===== src/rtl/ipbb_pipe_sched_pkg.sv =====
`default_nettype none
// ============================================================================
//  Module      : ipbb_pipe_sched_pkg
//  Description : Shared widths, helper functions and the in-flight tag entry
//                for the round-robin pipe scheduler.
//  Revision    : 1.0 - initial release
// ============================================================================
package ipbb_pipe_sched_pkg;

   // Widest tag ever needed (NREQ is capped at 16); the entry type is sized to
   // this so one typedef serves every NREQ instance.
   localparam int MAX_TAG_W = 4;

   // Bits needed to name a requester.
   function automatic int tag_w(input int nreq);
      return (nreq > 1) ? $clog2(nreq) : 1;
   endfunction

   // Bits needed to count 0..CRED outstanding transactions.
   function automatic int cnt_w(input int cred);
      return $clog2(cred + 1);
   endfunction

   // One slot of the tag shift register that shadows the external data pipe.
   typedef struct packed {
      logic                 vld;
      logic [MAX_TAG_W-1:0] tag;
   } inflight_t;

endpackage
`default_nettype wire


===== src/rtl/ipbb_pipe_rr_sched_arb.sv =====
`default_nettype none
// ============================================================================
//  Module      : ipbb_rr_arb
//  Description : NREQ-way round-robin arbiter. Search starts one past the
//                pointer and wraps; the pointer moves to the winner only when
//                the grant is accepted.
//  Revision    : 1.0 - initial release
// ============================================================================
module ipbb_rr_arb
   import ipbb_pipe_sched_pkg::*;
#(
   parameter int NREQ = 4
) (
   input  logic                     clk,
   input  logic                     rst_n,
   input  logic [NREQ-1:0]          elig,
   input  logic                     accept,
   output logic [NREQ-1:0]          grant,
   output logic [tag_w(NREQ)-1:0]   grant_idx
);

   localparam int PTR_W = tag_w(NREQ);

   logic [PTR_W-1:0] r_ptr;

   // Pick the first eligible requester after the pointer, wrapping modulo NREQ.
   always_comb begin
      int   idx;
      logic found;
      grant     = '0;
      grant_idx = '0;
      found     = 1'b0;
      idx       = 0;
      for (int k = 1; k <= NREQ; k++) begin
         idx = (int'(r_ptr) + k) % NREQ;
         if (!found && elig[idx[PTR_W-1:0]]) begin
            grant[idx[PTR_W-1:0]] = 1'b1;
            grant_idx             = idx[PTR_W-1:0];
            found                 = 1'b1;
         end
      end
   end

   // Pointer starts at NREQ-1 so requester 0 has first priority after reset.
   always_ff @(posedge clk or negedge rst_n) begin
      if (!rst_n) begin
         r_ptr <= PTR_W'(NREQ - 1);
      end else if (accept) begin
         r_ptr <= grant_idx;
      end
   end

endmodule
`default_nettype wire


===== src/rtl/ipbb_pipe_rr_sched.sv =====
`default_nettype none
// ============================================================================
//  Module      : ipbb_pipe_rr_sched
//  Description : Shares one fixed-latency external delay pipe among NREQ
//                requesters. Grants round-robin, shadows the pipe with a tag
//                shift register and steers each returning word back to its
//                owner. Per-requester credits bound outstanding work.
//  Revision    : 1.0 - initial release
// ============================================================================
module ipbb_pipe_rr_sched
   import ipbb_pipe_sched_pkg::*;
#(
   parameter int NREQ = 4,
   parameter int W    = 64,
   parameter int LAT  = 2,
   parameter int CRED = 4
) (
   input  logic                clk,
   input  logic                rst_n,
   input  logic                sched_en,
   input  logic [NREQ-1:0]     req_valid,
   input  logic [NREQ*W-1:0]   req_data,
   output logic [NREQ-1:0]     req_ready,
   input  logic [NREQ-1:0]     cred_return,
   output logic [W-1:0]        pipe_din,
   input  logic [W-1:0]        pipe_dout,
   output logic [NREQ-1:0]     rsp_valid,
   output logic [W-1:0]        rsp_data,
   output logic                idle
);

   localparam int TAG_W = tag_w(NREQ);
   localparam int CNT_W = cnt_w(CRED);
   localparam logic [CNT_W-1:0] c_cred_max = CNT_W'(CRED);

   logic [CNT_W-1:0] r_cnt [NREQ];
   inflight_t        r_stage [LAT+1];
   logic [NREQ-1:0]  w_elig;
   logic [NREQ-1:0]  w_grant;
   logic [NREQ-1:0]  w_take;
   logic [NREQ-1:0]  w_inc;
   logic [NREQ-1:0]  w_dec;
   logic [TAG_W-1:0] w_grant_idx;
   logic             w_fire;
   logic [NREQ-1:0]  w_rsp_vec;
   logic             w_busy;

   // Per-requester eligibility and credit up/down events. A return at zero is
   // dropped so the counter cannot underflow.
   for (genvar i = 0; i < NREQ; i++) begin : g_elig
      assign w_elig[i] = req_valid[i] && (r_cnt[i] < c_cred_max) && sched_en;
      assign w_take[i] = req_valid[i] && w_grant[i];
      assign w_inc[i]  = w_take[i];
      assign w_dec[i]  = cred_return[i] && (r_cnt[i] != '0);
   end

   assign w_fire    = |w_take;
   assign req_ready = w_grant;

   ipbb_rr_arb #(
      .NREQ (NREQ)
   ) u_arb (
      .clk       (clk),
      .rst_n     (rst_n),
      .elig      (w_elig),
      .accept    (w_fire),
      .grant     (w_grant),
      .grant_idx (w_grant_idx)
   );

   // Credit counters: grant and return in one cycle cancel out.
   always_ff @(posedge clk or negedge rst_n) begin
      if (!rst_n) begin
         for (int i = 0; i < NREQ; i++) r_cnt[i] <= '0;
      end else begin
         for (int i = 0; i < NREQ; i++) begin
            if (w_inc[i] && !w_dec[i]) begin
               r_cnt[i] <= r_cnt[i] + CNT_W'(1);
            end else if (!w_inc[i] && w_dec[i]) begin
               r_cnt[i] <= r_cnt[i] - CNT_W'(1);
            end
         end
      end
   end

   // Register the granted word onto the pipe input; hold it otherwise.
   always_ff @(posedge clk or negedge rst_n) begin
      if (!rst_n) begin
         pipe_din <= '0;
      end else if (w_fire) begin
         pipe_din <= req_data[w_grant_idx*W +: W];
      end
   end

   // Tag shift register: stage 0 lines up with pipe_din, stage LAT with
   // pipe_dout. It carries the only valid information the pipe has.
   always_ff @(posedge clk or negedge rst_n) begin
      if (!rst_n) begin
         for (int k = 0; k <= LAT; k++) r_stage[k] <= '0;
      end else begin
         r_stage[0] <= {w_fire, MAX_TAG_W'(w_grant_idx)};
         for (int k = 1; k <= LAT; k++) r_stage[k] <= r_stage[k-1];
      end
   end

   // Decode the emerging tag into a one-hot response strobe.
   always_comb begin
      w_rsp_vec = '0;
      for (int i = 0; i < NREQ; i++) begin
         w_rsp_vec[i] = r_stage[LAT].vld && (r_stage[LAT].tag == MAX_TAG_W'(i));
      end
   end

   // Response register: strobe lasts one cycle, data is captured alongside it.
   always_ff @(posedge clk or negedge rst_n) begin
      if (!rst_n) begin
         rsp_valid <= '0;
         rsp_data  <= '0;
      end else begin
         rsp_valid <= w_rsp_vec;
         if (r_stage[LAT].vld) begin
            rsp_data <= pipe_dout;
         end
      end
   end

   // Busy while anything is in flight, being delivered or still holding credit.
   always_comb begin
      w_busy = |rsp_valid;
      for (int k = 0; k <= LAT; k++) w_busy = w_busy | r_stage[k].vld;
      for (int i = 0; i < NREQ; i++) w_busy = w_busy | (r_cnt[i] != '0);
   end

   assign idle = !w_busy;

endmodule
`default_nettype wire


===== config.mk =====
export PLATFORM = sky130hd
export DESIGN_NAME = ipbb_pipe_rr_sched
export DESIGN_NICKNAME = d
export VERILOG_FILES = /design/src/rtl/ipbb_pipe_sched_pkg.sv /design/src/rtl/ipbb_pipe_rr_sched_arb.sv /design/src/rtl/ipbb_pipe_rr_sched.sv
export SDC_FILE = /design/constraint.sdc
export NUM_CORES = 1
export LEC_CHECK = 0
export BUFFER_PORTS_ARGS = -buffer_cell sky130_fd_sc_hd__buf_2
export CAP_MARGIN = 20
export CORE_AREA = 4 4 178 180
export DETAILED_ROUTE_END_ITERATION = 8
export DIE_AREA = 0 0 182 184
export PLACE_DENSITY_LB_ADDON = 0.15
export SYNTH_ARGS = -nofsm -noshare
export SYNTH_HDL_FRONTEND = slang
export SYNTH_SLANG_ARGS = --single-unit

===== constraint.sdc =====
create_clock -name clk -period 3.77 [get_ports clk]
set_input_delay 0.754 -clock clk [delete_from_list [all_inputs] [get_ports clk]]
set_output_delay 0.754 -clock clk [all_outputs]
set_load 0.01 [all_outputs]

# ---- Yosys cells after proc, flatten, opt, wreduce, memory -nomap -nowiden
# Cells that the tools add are included.
dict set report word_totals {
  mem_count 0
  latch_bits 0
  reg_bits 155
  romBits 0
  wordCells 145
  input_bits 331
  output_inout_bits 137
  ramBits 0
}
dict set report classes {
  order_cmp 12
  n_eq_ne 3
  n_div 0
  mul 0
  bitwise 10
  n_mux 35
  add_sub_neg 12
  reduce_logical 58
  shifts 1
}
# cell n
set ops {}
lappend ops {{256-bit by 9-bit indexed part select with 64-bit output} 1}
lappend ops {{1-bit logical AND} 35}
lappend ops {{3-bit two-way mux} 8}
lappend ops {{4-bit two-way mux} 4}
lappend ops {{3-bit by 1-bit adder with 3-bit output, second input constant} 4}
lappend ops {{1-bit logical NOT} 12}
lappend ops {{2-bit by 3-bit less-than comparator with 1-bit output, second input constant} 4}
lappend ops {{3-bit less-than comparator, second input constant} 4}
lappend ops {{4-bit OR} 3}
lappend ops {{3-bit nonzero test} 4}
lappend ops {{3-bit by 1-bit subtractor with 3-bit output, second input constant} 4}
lappend ops {{1-bit two-way mux} 11}
lappend ops {{1-bit binary-select mux with 2-bit select} 4}
lappend ops {{1-bit demux with 2-bit select} 4}
lappend ops {{2-bit by 1-bit greater-or-equal comparator with 1-bit output, second input constant} 4}
lappend ops {{2-bit two-way mux} 4}
lappend ops {{2-bit nonzero test} 4}
lappend ops {{4-bit OR reduction} 2}
lappend ops {{1-bit OR} 7}
lappend ops {{2-bit by 1-bit adder with 2-bit output, second input constant} 2}
lappend ops {{2-bit adder, second input constant} 2}
lappend ops {{2-bit == test, second input constant} 2}
lappend ops {{4-bit logical NOT} 1}
lappend ops {{2-bit by 1-bit == test with 1-bit output, second input constant} 1}

# ---- Longest topological paths before layout
# Gate-level depths: netlist (run 1).
dict set report depth {
  depth_word 20
  ltp_mapped 15
  depth_no_buf 14
}

# ---- By module
# Synthesis (run 1) repeated with hierarchy kept, for this count alone.
dict set report hier_totals {
  cells_unflattened 490
  area_unflattened_um2 8130.3
}
# module seq_area_each_um2 instances cells_each area_each_um2
set modules_own_cells {}
lappend modules_own_cells {ipbb_pipe_rr_sched 3828.7 1 433 7544.7}
lappend modules_own_cells {ipbb_rr_arb 52.6 1 57 585.6}

# ---- Worst setup path after synthesis (run 1)
# Ideal clock, no wire load.
dict set report synth_path {
  path_type {input to register}
  startpoint {input port sched_en}
  endpoint {register r_cnt[5] (netlist name)}
  t_arrival_ns 3.129
  slack_ns 0.562
  stages 13
  setup_time_ns 0.079
  path_buffers 1
  required_time_ns 3.691
  cell_sequence {buf_2 > and4b_1 > or2_1 > or3_1 > a211oi_1 > o31ai_1 > inv_1 > ha_1 > inv_1 > fa_1 > xor2_1 > nor2_1 > xor2_1}
}
dict set report synth_between {
  elab_chain_len 17
  word_cells_on_any_way 34
  cone_classes {mux: 16; bitwise: 3; reduce/logical: 15}
}
# item line_no
set synth_lines {}
lappend synth_lines {{from (decl)} ipbb_pipe_rr_sched.sv:20} ;# input logic sched_en,
lappend synth_lines {{1-bit logical AND} ipbb_pipe_rr_sched.sv:51} ;# assign w_elig[i] = req_valid[i] && (r_cnt[i] < c_cred_max) && sched_en;
lappend synth_lines {{1-bit binary-select mux with 2-bit select} ipbb_pipe_rr_sched_arb.sv:36} ;# if (!found && elig[idx[PTR_W-1:0]]) begin
lappend synth_lines {{1-bit two-way mux (implied by the code)} ipbb_pipe_rr_sched_arb.sv:36}
lappend synth_lines {{1-bit two-way mux} ipbb_pipe_rr_sched_arb.sv:36}
lappend synth_lines {{1-bit logical NOT} ipbb_pipe_rr_sched_arb.sv:36}
lappend synth_lines {{1-bit logical AND} ipbb_pipe_rr_sched_arb.sv:36}
lappend synth_lines {{1-bit two-way mux} ipbb_pipe_rr_sched_arb.sv:36}
lappend synth_lines {{1-bit logical NOT} ipbb_pipe_rr_sched_arb.sv:36}
lappend synth_lines {{1-bit logical AND} ipbb_pipe_rr_sched_arb.sv:36}
lappend synth_lines {{1-bit two-way mux} ipbb_pipe_rr_sched_arb.sv:36}
lappend synth_lines {{1-bit logical NOT} ipbb_pipe_rr_sched_arb.sv:36}
lappend synth_lines {{1-bit logical AND} ipbb_pipe_rr_sched_arb.sv:36}
lappend synth_lines {{4-bit two-way mux (*)} ipbb_pipe_rr_sched_arb.sv:36}
lappend synth_lines {{1-bit logical AND (*)} ipbb_pipe_rr_sched.sv:52} ;# assign w_take[i] = req_valid[i] && w_grant[i];
lappend synth_lines {{1-bit logical NOT} ipbb_pipe_rr_sched.sv:79} ;# end else if (!w_inc[i] && w_dec[i]) begin
lappend synth_lines {{1-bit logical AND} ipbb_pipe_rr_sched.sv:79}
lappend synth_lines {{2-bit nonzero test (no source line)} n/a}
lappend synth_lines {{to (signal, indexed assignment)} ipbb_pipe_rr_sched.sv:78} ;# r_cnt[i] <= r_cnt[i] + CNT_W'(1);
lappend synth_lines {{to (signal, indexed assignment)} ipbb_pipe_rr_sched.sv:80} ;# r_cnt[i] <= r_cnt[i] - CNT_W'(1);
lappend synth_lines {{to (decl)} ipbb_pipe_rr_sched.sv:36} ;# logic [CNT_W-1:0] r_cnt [NREQ];
# Mark *: on every way between the ends. The rest lies on a longest branch, timed or not. The select of a mux whose other input is x is not followed.
# A chain may end at the register's enable or synchronous reset.

# ---- Worst setup path in the final report (run 1)
dict set report layout_path {
  startpoint {register u_arb.r_ptr[1]}
  endpoint {output port req_ready[3]}
}
dict set report layout_between {
  elab_chain_len 13
  word_cells_on_any_way 48
  cone_classes {add/sub: 4; order compare: 8; mux: 23; bitwise: 3; reduce/logical: 10}
}
# item line_no
set layout_lines {}
lappend layout_lines {{from (decl)} ipbb_pipe_rr_sched_arb.sv:24} ;# logic [PTR_W-1:0] r_ptr;
lappend layout_lines {{from (signal assigned)} ipbb_pipe_rr_sched_arb.sv:47} ;# r_ptr <= PTR_W'(NREQ - 1);
lappend layout_lines {{from (signal assigned)} ipbb_pipe_rr_sched_arb.sv:49} ;# r_ptr <= grant_idx;
lappend layout_lines {{parallel branches: the longest is 12 deep, another holds 2-bit by 3-bit less-than comparator with 1-bit output} n/a}
lappend layout_lines {{4-bit two-way mux (*)} ipbb_pipe_rr_sched_arb.sv:36}
lappend layout_lines {{to (decl)} ipbb_pipe_rr_sched.sv:23} ;# output logic [NREQ-1:0] req_ready,
# Mark *: on every way between the ends. The select of a mux whose other input is x is not followed.

==> flow_summary.json, run 1 <==
{
  "status": "completed",
  "min_path_type": "reg2reg",
  "grt_use_total_pct": 16.0,
  "yosys.area.top_type_share_pct": 44.6,
  "clock_sinks": 155,
  "synth_edf_count": 0,
  "skew_ps": 10.1,
  "critical_path_class": "reg2out",
  "fin_crit_ps": 3580,
  "dieArea_sq_um": 33500,
  "dp_cells": 1482,
  "syn2layout_area_growth_pct": 40.2,
  "firstDrtPassIters": 4,
  "clkLatencyLatePin_ps": 420,
  "coreArea_sq_um": 30200,
  "antenna_found_initial": 6,
  "start_util_pct": 28.4,
  "grt_pass1_vias": 7158,
  "p_leak_nw": 5.81,
  "slew_viol_final": 0,
  "power.internal_w": 0.00655,
  "dieWidth_microns": 182,
  "synth-seq-area-share_pct": 45.3,
  "timing.fmax_mhz": 279,
  "r2r_slack_ps": 390,
  "place_area_sq_um": 11400,
  "synthFlopType": "dfrtp_1",
  "required_ps": 3020,
  "wl_per_cell_microns": 18.4,
  "hold_violations": 0,
  "grt_pass1_wl_mm": 41.9,
  "rsz0062_at_grt": "false",
  "mappedNetlistNets": 990,
  "grt_start_max_net_pins": 84,
  "synth_cells": 643,
  "cts_setup_buffers": 0,
  "cp.arrival_ps": 2830,
  "cts_buffers": 17,
  "ctsHoldBuffers": 0,
  "cts_tree": "built",
  "first_iter_violations": 184,
  "wl_mm": 27.9,
  "async_reset_ff_share_pct": 100,
  "end_kind": "primary output",
  "setup_viol_count_final": 0,
  "row_count": 64,
  "nets": 1452,
  "overflow": 0,
  "cap_violations": 0,
  "worstMarginPinSlew_ps": 863,
  "synthesis.area_sq_um": 8580,
  "start_kind": "flop",
  "ys_ff_latch": 155,
  "vias": 6840,
  "routed_via_density": 4.51,
  "clkTransAtPathRegs_ps": 60,
  "tns_ps": 0,
  "layout-drive-gt1-share_pct": 58.8,
  "layout_common_cells": "466 x buf_2, 192 x mux2i_1, 152 x dfrtp_1",
  "stdcell_count": 1517,
  "slew_headroom_pct": 42.4,
  "power_frac_comb_pct": 53.6,
  "cts-root-buf": "clkbuf_16",
  "htree_levels": 4,
  "ir_drop_mv": 0.521,
  "powerDensity_nw_per_um2": 873,
  "yosysUniqueCellTypes": 50,
  "fin_crit_sh_pct": 95.0,
  "dp_hpwl_mm": 22.2,
  "die_h_microns": 184,
  "p_switching_w": 0.00395,
  "clkPwrFrac_pct": 17.8,
  "postLayoutCellArea_sq_um": 12000,
  "p_sw_share_pct": 37.6,
  "final_common_cell": "buf_2",
  "yosysTopAreaCell": "dfrtp_1",
  "gp_congestion": 0.806,
  "synth_area_leaders": "dfrtp_1 45%, mux2i_1 22%, mux2_2 15%",
  "drcViolationCount": 0,
  "crit_fanout": 10,
  "antenna_left": 0,
  "p_seq_share_pct": 28.6,
  "avgSynthCellArea_sq_um": 13.3,
  "clockBufferDepth": 2,
  "ios": 468,
  "yosys_warnings": 0,
  "place.port_buffers": 467
}
cells in the mapped netlist (all sizes together), types with 3 or more instances:
master / n
o21ai: 4
clkbuf: 7
and4b: 3
nor2: 9
o31ai: 4
mux2: 134
xor2: 8
nor3: 5
inv: 15
buf: 31
o21a: 3
nand2b: 4
mux2i: 192
xnor2: 4
nor4: 5
or3: 5
a211oi: 4
a21oi: 3
ha: 12
o2bb2ai: 4
fa: 4
o211ai: 3
nand2: 3
dfrtp: 153
sequential cells by signal (all words and copies together) (netlist names):
name         count
r_stage          9
rsp_valid        4
rsp_data        64
u_arb.r_ptr      2
r_cnt           12
pipe_din        64
critical path, stage by stage, from the launching register on:
cell and delay (ps):
dfstp_2 630, inv_1 180, ha_1 440, inv_1 140, o21a_1 180, a22oi_2 230
nor4_1 100, or3_1 350, buf_2 160
power groups by stage:
stage	logic, W	clock network [W]	registers, W
4_1_cts	0.00576	0.00194	0.00301
5_1_grt	0.00611	0.00201	0.00314
2_1_floorplan	0.00363	0	0.00334
3_3_place_gp	0.00571	0	0.00303
3_5_place_dp	0.00577	0	0.00302
6_report	0.00563	0.00187	0.00300
final timing paths:
path,start,to,cells after the start
setup reg to reg,u_arb.r_ptr[1],r_cnt[1],12
hold reg to reg,r_stage[5],r_stage[0],0
setup / recovery,u_arb.r_ptr[1],req_ready[3],8
max in group asynchronous,rst_n,rsp_data[36],2
hold / removal,r_stage[5],r_stage[0],0
min in group asynchronous,rst_n,rsp_data[22],1
per-stage QoR:
stage	setup WS (ps)	util [%]	hold WS [ps]	power (W)
after global routing	12.8	39.8	365	0.0113
after global placement	409	37.7	333	0.00874
final	189	39.8	348	0.0105
after floorplan	562	-	331	0.00697
after detailed placement	350	37.7	336	0.00879
after CTS	140	39.8	351	0.0107
routing by layer:
| metal | part of all wire (%) | up-vias | global-route usage, % |
|---|---|---|---|
| li1 | - | 3296 | - |
| met1 | 40 | 3222 | 19.1 |
| met2 | 51 | 290 | 28.1 |
| met3 | 8.4 | 26 | 5.54 |
| met4 | 1.2 | 6 | 3.57 |
| met5 | 0.19 | - | 0 |
cells by family after synthesis:
group	count (synthesis)	synth area share, %
multiplexers	326	40.7
flip-flops	155	45.3
buffers and inverters	53	3.38
AND/OR/NAND/NOR	50	3.71
AO/OA/AOI/OAI	31	3.01
adder cells (fa/ha/maj)	16	2.68
XOR/XNOR	12	1.23
final cells by class:
type | instances | area [sq um]
clock inverter | 14 | 204
tap | 396 | 495
clock buffer | 18 | 439
timing repair buffer | 481 | 2520
inverter | 15 | 56.3
multi-input combinational | 435 | 4420
antenna | 3 | 7.51
fill | 2979 | 18200
sequential | 155 | 3880
timing repair:
| item | 4_1_cts | 5_1_grt |
|---|---|---|
| endpoints found under the setup margin | 0 | 6 |
| gates resized for setup | 0 | 1 |
| endpoints found under the hold margin | 0 | 0 |
(Power assumes the default switching activity.)
==> run 2: changes to the inputs <==
==> constraint.sdc (replaced) <==
create_clock -name clk -period 3.35 [get_ports clk]
set_input_delay 0.67 -clock clk [delete_from_list [all_inputs] [get_ports clk]]
set_output_delay 0.67 -clock clk [all_outputs]
set_load 0.01 [all_outputs]
==> flow_summary.json, run 2 (synthesized netlist as in run 1, its figures left out) <==
{
  "status": "completed",
  "tns_ps": 0,
  "slew_headroom_pct": 36.7,
  "gp_congestion": 0.834,
  "final_common_cell": "buf_2",
  "critPathLaunch": "u_arb.r_ptr[0]",
  "grt_pass1_vias": 7224,
  "firstDrtPassIters": 4,
  "cap_violations": 0,
  "grt_pass1_wl_mm": 41.9,
  "powerDensity_nw_per_um2": 979,
  "syn2layout_area_growth_pct": 42.8,
  "critical_path_class": "reg2out",
  "worstMarginPinSlew_ps": 949,
  "clockBufferDepth": 2,
  "vias": 6919,
  "cp.arrival_ps": 2520,
  "end_kind": "primary output",
  "ios": 468,
  "critPathMaxStageDelay_ps": 560,
  "cts_tree": "built",
  "crit_chain": "buf_4 > nand4b_1 > and2_1 > buf_4 > o221ai_4 > o2bb2ai_1 > or3_1 > buf_2",
  "dieWidth_microns": 182,
  "nets": 1480,
  "layout-drive-gt1-share_pct": 60.1,
  "reg2reg_from": "u_arb.r_ptr[0]",
  "reg.largest.list": "pipe_din: 64 flops, rsp_data: 64 flops, r_cnt: 12 flops",
  "setup_viol_count_final": 0,
  "grt_start_max_net_pins": 79,
  "start_util_pct": 28.4,
  "die_h_microns": 184,
  "grt_use_total_pct": 16.1,
  "clock_sinks": 155,
  "start_kind": "flop",
  "ctsHoldBuffers": 0,
  "path_common_cell": "buf_4",
  "cts-root-buf": "clkbuf_16",
  "drcViolationCount": 0,
  "ir_drop_mv": 0.425,
  "antenna_left": 0,
  "place.port_buffers": 467,
  "cp_slowest_cell": "dfstp_2",
  "routed_via_density": 4.48,
  "min_path_type": "in2async",
  "coreArea_sq_um": 30200,
  "antenna_found_initial": 6,
  "dieArea_sq_um": 33500,
  "crit_fanout": 5,
  "clkLatencyLatePin_ps": 410,
  "cts_buffers": 17,
  "wl_mm": 28.3,
  "wl_per_cell_microns": 18.3,
  "fillerInstances": 2996,
  "rsz0062_at_grt": "false",
  "fin_crit_sh_pct": 95.3,
  "first_iter_violations": 166,
  "layout_common_cells": "466 x buf_2, 192 x mux2i_1, 152 x dfrtp_1",
  "slew_viol_final": 0,
  "required_ps": 2680,
  "row_count": 64,
  "timing.fmax_mhz": 313,
  "total_power_w": 0.0120,
  "htree_levels": 4,
  "fin_crit_ps": 3190,
  "skew_ps": 14.9,
  "p_leak_nw": 5.95,
  "clkTransAtPathRegs_ps": 80,
  "hold_violations": 0,
  "dp_hpwl_mm": 23.0,
  "overflow": 0
}
==> run 2: changes by cell type in the layout (fill, tap and decap cells not counted), sizes merged <==
cell / delta
buf: +28
clkinv: +5
bufinv: -3
clkinvlp: -2
clkbuf: -1
inv: +1
==> run 2: layout make-up <==
class	instances	area, sq um	area share (%)
repair buffers	509	2760	22.5
flip-flops and latches	155	3880	31.7
multi-input cells	435	4450	36.3
clock buffers	17	425	3.47
diodes	3	7.51	0.0613
well taps	396	495	4.04
inverters	15	56.3	0.460
clock inverters	15	174	1.42
==> run 2: worst paths after layout <==
path | end | slack [ps] | cells past startpoint
worst max-delay path | req_ready[3] | 160 | 8
worst min-delay path | rsp_data[6] | 170 | 1
worst max register to register | pipe_din[29] | 180 | 9
worst min register to register | r_stage[1] | 350 | 0
max in group asynchronous | pipe_din[42] | 2370 | 2
min in group clk | r_stage[1] | 350 | 0
==> run 2: per-stage QoR <==
| stage | util, % | instance area, sq um | worst slack [ps] | hold slack (ps) | cells |
|---|---|---|---|---|---|
| 2_1_floorplan | - | 8580 | 226 | 331 | 643 |
| 3_3_place_gp | 38.4 | 11600 | 5.99 | 331 | 1509 |
| 3_5_place_dp | 38.4 | 11600 | -33.9 | 335 | 1509 |
| 4_1_cts | 40.4 | 12200 | 77.8 | 169 | 1542 |
| 5_1_grt | 40.6 | 12200 | 13.9 | 172 | 1544 |
| 6_report | 40.6 | 12200 | 156 | 166 | 1545 |
==> run 2: repair_timing <==
action,CTS,global route
endpoints found under the setup margin,4,47
resized for setup,0,6
pin swaps,0,1
setup buffers,1,0
==> run 2: power breakdown <==
part | total (W) | switching [W] | internal [W]
Sequential | 0.00337 | 0.000515 | 0.00286
Clock | 0.00194 | 0.000930 | 0.00101
Combinational | 0.00668 | 0.00314 | 0.00354
==> run 2: metal layers <==
metal	global-route usage (%)	vias to the layer above	share of wire, %
li1	-	3346	-
met1	19.1	3248	39
met2	28.6	292	51
met3	4.99	27	8.3
met4	4.02	6	1.6
met5	0	-	0.12
==> run 2: critical path: cells and delay by family (launching register included) <==
kind,cells,cell delay [ps]
flip-flops,1,560
AO/OA/AOI/OAI,2,320
buffers and inverters,3,480
AND/OR/NAND/NOR,3,780
